<file path="src/rtl/serial_subtractor_if.sv">
// Start/done handshake and operand/result bundle for the bit-serial subtractor.
// The master issues operands and start; the slave returns status and results.
interface serial_subtractor_if #(
   parameter int WIDTH = 8
);
   logic             start;
   logic [WIDTH-1:0] a;
   logic [WIDTH-1:0] b;
   logic             busy;
   logic             done;
   logic [WIDTH-1:0] diff;
   logic             bout;
   logic             ovf;

   modport master (output start, a, b, input busy, done, diff, bout, ovf);
   modport slave  (input start, a, b, output busy, done, diff, bout, ovf);
endinterface

</file>
<file path="src/rtl/serial_subtractor.sv">
// Bit-serial two's-complement subtractor: one full-subtractor cell plus a
// registered borrow, LSB first, with results held until the next completion.
module serial_subtractor #(
   parameter int WIDTH = 8
) (
   input  logic                clk,
   input  logic                rst,
   serial_subtractor_if.slave  sif
);
   localparam int CW = (WIDTH > 1) ? $clog2(WIDTH) : 1;

   typedef enum logic [1:0] {IDLE, SHIFT, DONE} state_t;

   state_t           state, state_nxt;
   logic [WIDTH-1:0] a_sr, b_sr;
   logic [WIDTH-2:0] r_sr;
   logic [WIDTH-1:0] r_full;
   logic [CW-1:0]    cnt;
   logic             br, a_msb, b_msb;
   logic [WIDTH-1:0] diff_q;
   logic             bout_q, ovf_q;
   logic             ai, bi, d, br_nxt, last;

   // Signed overflow of a - b: operand signs differ and the result sign leaves a's.
   function automatic logic sub_ovf(input logic am, input logic bm, input logic dm);
      return (am != bm) && (dm != am);
   endfunction

   always_comb begin
      ai     = a_sr[0];
      bi     = b_sr[0];
      d      = ai ^ bi ^ br;
      br_nxt = (~ai & bi) | (~(ai ^ bi) & br);
      r_full = {d, r_sr};
      last   = (cnt == CW'(WIDTH - 1));
   end

   always_comb begin
      state_nxt = state;
      case (state)
         IDLE:    if (sif.start) state_nxt = SHIFT;
         SHIFT:   if (last) state_nxt = DONE;
         DONE:    state_nxt = IDLE;
         default: state_nxt = IDLE;
      endcase
   end

   always_ff @(posedge clk or posedge rst) begin
      if (rst) begin
         state  <= IDLE;
         a_sr   <= '0;
         b_sr   <= '0;
         r_sr   <= '0;
         cnt    <= '0;
         br     <= 1'b0;
         a_msb  <= 1'b0;
         b_msb  <= 1'b0;
         diff_q <= '0;
         bout_q <= 1'b0;
         ovf_q  <= 1'b0;
      end else begin
         state <= state_nxt;
         case (state)
            IDLE: begin
               if (sif.start) begin
                  a_sr  <= sif.a;
                  b_sr  <= sif.b;
                  a_msb <= sif.a[WIDTH-1];
                  b_msb <= sif.b[WIDTH-1];
                  br    <= 1'b0;
                  cnt   <= '0;
               end
            end
            SHIFT: begin
               // r_sr keeps the low WIDTH-1 result bits; the final bit joins on the last edge.
               a_sr <= {1'b0, a_sr[WIDTH-1:1]};
               b_sr <= {1'b0, b_sr[WIDTH-1:1]};
               r_sr <= r_full[WIDTH-1:1];
               br   <= br_nxt;
               cnt  <= cnt + 1'b1;
               if (last) begin
                  diff_q <= r_full;
                  bout_q <= br_nxt;
                  ovf_q  <= sub_ovf(a_msb, b_msb, d);
               end
            end
            default: ;
         endcase
      end
   end

   assign sif.busy = (state != IDLE);
   assign sif.done = (state == DONE);
   assign sif.diff = diff_q;
   assign sif.bout = bout_q;
   assign sif.ovf  = ovf_q;
endmodule

</file>
<file path="src/flat_wrapper.sv">
// flat-port wrapper written by rule: the top's interface ports become plain ports
module serial_subtractor_flat 
#(
   parameter int WIDTH = 8
)
  (clk, rst, sif_start, sif_a, sif_b, sif_busy, sif_done, sif_diff, sif_bout, sif_ovf);
  serial_subtractor_if #(.WIDTH(WIDTH)) sif_i ();
  input  logic clk;
  input  logic rst;
  input wire logic [$bits(sif_i.start)-1:0] sif_start;
  input wire logic [$bits(sif_i.a)-1:0] sif_a;
  input wire logic [$bits(sif_i.b)-1:0] sif_b;
  output wire logic [$bits(sif_i.busy)-1:0] sif_busy;
  output wire logic [$bits(sif_i.done)-1:0] sif_done;
  output wire logic [$bits(sif_i.diff)-1:0] sif_diff;
  output wire logic [$bits(sif_i.bout)-1:0] sif_bout;
  output wire logic [$bits(sif_i.ovf)-1:0] sif_ovf;
  assign sif_i.start = sif_start;
  assign sif_i.a = sif_a;
  assign sif_i.b = sif_b;
  assign sif_busy = sif_i.busy;
  assign sif_done = sif_i.done;
  assign sif_diff = sif_i.diff;
  assign sif_bout = sif_i.bout;
  assign sif_ovf = sif_i.ovf;
  serial_subtractor #(.WIDTH(WIDTH)) u_core (.clk(clk), .rst(rst), .sif(sif_i));
endmodule
</file>
<file path="config.mk">
export PLATFORM = sky130hd
export DESIGN_NAME = serial_subtractor_flat
export DESIGN_NICKNAME = d
export VERILOG_FILES = /design/src/rtl/serial_subtractor_if.sv /design/src/rtl/serial_subtractor.sv /design/src/flat_wrapper.sv
export SDC_FILE = /design/constraint.sdc
export NUM_CORES = 1
export LEC_CHECK = 0
export ABC_AREA = 1
export CORE_MARGIN = 2
export CORE_UTILIZATION = 30
export CTS_CLUSTER_SIZE = 24
export DETAILED_ROUTE_END_ITERATION = 8
export GPL_ROUTABILITY_DRIVEN = 0
export GPL_TIMING_DRIVEN = 1
export PLACE_DENSITY = 0.49
export REMOVE_ABC_BUFFERS = 1
export SYNTH_ARGS = -nofsm -noshare
export SYNTH_HDL_FRONTEND = slang
export SYNTH_SLANG_ARGS = --single-unit
</file>
<file path="constraint.sdc">
create_clock -name clk -period 1.9 [get_ports clk]
set_clock_uncertainty 0.15 [all_clocks]
set_input_delay 0.285 -clock clk [delete_from_list [all_inputs] [get_ports clk]]
set_output_delay 0.285 -clock clk [all_outputs]
set_load 0.005 [all_outputs]
</file>
==> metrics.txt <==
status complete, no violations; clock slew at reported path FFs 0.08 ns; Power Density 1507 mW/mm^2; Power, Total roughly 3500 uW; Total GRT Usage 0.1235; critical path class flip-flop to output pin; final hold slack slightly above 0.2 ns; Avg Cell Area, Syn 8.328 um^2; Final Hold Viols 0; Cell variety after synth 15; fin crit period 1.812 ns; chip height 82.33 um; VDD IR max approximately 460 uV; dpl cell area around 0.0022 mm^2; first-pass iteration count of the detailed router 4; crit end category output pin; non-filler instance count after layout roughly 330; CP Max Fanout 9; Mapped Cells 221; Root Buffer clkbuf_8; first-pass GRT wire length 6354 um; YS warnings 0; Iter 0 DRT Violations 75; row cnt 28; WL/cell 11.37 um; layout cell share with drive strength beyond 1 0.06349; input/output buffers 30; DRC Markers 0; CTS Sinks 41; Fmax achieved 551.7 MHz; CTS tree done; Ports 31; Initial Util 0.3109; # nets final 274; # fillers 639; LEAKAGE 0.001167 uW; Worst Tran Pin Value approximately 0.45 ns; CTS buffer count 5; clk buf depth 2; Final Max Slew Viols 0; grt total ovfl 0; post-DR vias/cell 4.391; largest net degree at the start of global routing 42; Core Area between 0.005 and 0.006 mm^2; slew margin rel. 0.7029; most frequent cells in the layout nand2_1, dfrtp_1, clkdlybuf4s50_1; Worst EP required 1.46 ns; Tcrit/Tclk final 0.9539; most common cell after layout, fill and taps aside nand2_1; final setup fails 0; post-synthesis sequential area ratio 0.5574; Vias 1,436; CP max-delay cell clkdlybuf4s50_1; critical path arrival 1.38 ns; H-tree levels 2; worst min path class primary input to async pin; flops & latches, synth between 40 and 50; Final ANT Viol Nets 0; Fin Setup TNS 0 ns; vias in the first global route 1,369; initial antenna violation count 0; ANT cells 0; Clock Latency Late Sink 0.29 ns; design area 0.002302 mm^2; Post-DP HPWL approximately 2500 um; DP Cell Count 320; P&R area growth vs syn 25.09%; CP Cell Sequence inv_2, nor2_2, clkdlybuf4s50_1; delay of the slowest critical-path stage 0.51 ns; Die Area 0.006777 mm^2; die extent in x a little over 80 um; Post-Syn Area 0.001841 mm^2; Critical Path Start Type flip-flop; max-cap viol count 0; hold_buf cts 0; RSZ-0062 raised after global routing no; detailed-route wire length 3717 um
sequential cells by signal (all words and copies together) (netlist names):
name / count
u_core.a_msb: 1
u_core.br: 1
u_core.sif.bout: 1
u_core.r_sr: 7
u_core.sif.diff: 8
u_core.a_sr: 8
u_core.state: 2
u_core.sif.ovf: 1
u_core.b_sr: 8
u_core.cnt: 3
u_core.b_msb: 1
stage by stage:
stage	util	worst slack, ns
2_1_floorplan	-	0.06949
3_3_place_gp	0.3738	0.2522
3_5_place_dp	0.3738	0.2447
4_1_cts	0.3884	0.04887
5_1_grt	0.3888	0.007221
6_report	0.3888	0.08756
synth_stat cells:
library cell	number	area (um^2)
buf_2	4	20.02
buf_4	4	30.03
buf_6	3	33.78
dfrtp_1	41	1026
fa_1	1	20.02
ha_1	2	25.02
inv_1	17	63.81
nand2_1	104	390.4
nand2_2	1	6.260
nand3_1	17	85.08
nand3_2	1	10.01
nor2_1	3	11.26
o21ai_0	15	75.07
o21ai_1	7	35.03
o21ai_2	1	8.760
cells by family (layout without fill, tap and decap cells):
family / count (synthesis) / after routing / share of synthesized area
simple gates: 126 / 126 / 0.2733
flops: 41 / 41 / 0.5574
buf+inv: 28 / 59 / 0.08022
compound gates: 23 / 23 / 0.06458
fa+ha+maj: 3 / 3 / 0.02447
repair_timing:
item | 4_1_cts | 5_1_grt
endpoints found under the setup margin | 1 | 1
gates resized for setup | 1 | 1
cloned | 0 | 0
buffers inserted | 0 | 0
endpoints found under the hold margin | 0 | 0
pin swaps | 0 | 0
power by group:
part	internal [uW]	switching, uW
registers	1260	203
clock network	288	291
logic	651	780
final timing paths:
kind                                                 from                              to  slack (ns)  cells after the start
min in group clk           u_core.sif.diff[1]$_DFFE_PP0P_  u_core.sif.diff[1]$_DFFE_PP0P_        0.33                      2
hold / removal                                        rst  u_core.sif.diff[7]$_DFFE_PP0P_        0.21                      3
setup / recovery              u_core.state[1]$_DFFE_PP0P_                        sif_done        0.09                      3
max in group asynchronous                             rst  u_core.sif.diff[1]$_DFFE_PP0P_        1.20                      3
setup reg to reg                u_core.cnt[0]$_DFFE_PP0P_      u_core.sif.ovf$_DFFE_PP0P_        0.29                      6
hold reg to reg            u_core.sif.diff[1]$_DFFE_PP0P_  u_core.sif.diff[1]$_DFFE_PP0P_        0.33                      2
metal layers:
metal	GRT usage	part of all wire	vias up
met5	0	0	-
met2	0.1911	0.45	26
met3	0.03152	0.040	7
met4	0.05000	0.014	0
met1	0.1647	0.50	660
li1	-	-	743
area by class of cell:
type / instances / area [um^2] / area share
multi-input cells: 152 / 669.4 / 0.2908
well taps: 75 / 93.84 / 0.04076
repair buffers: 35 / 362.8 / 0.1576
inverters: 17 / 63.81 / 0.02772
clock buffers: 7 / 86.33 / 0.03750
flip-flops and latches: 41 / 1026 / 0.4457
worst max-delay path: cells and delay by family (launching register included):
family / cells / cell delay (ns)
DFF: 1 / 0.36
buffers and inverters: 2 / 0.61
and+or+nand+nor: 1 / 0.11
Power figures use the tool's default switching activity.
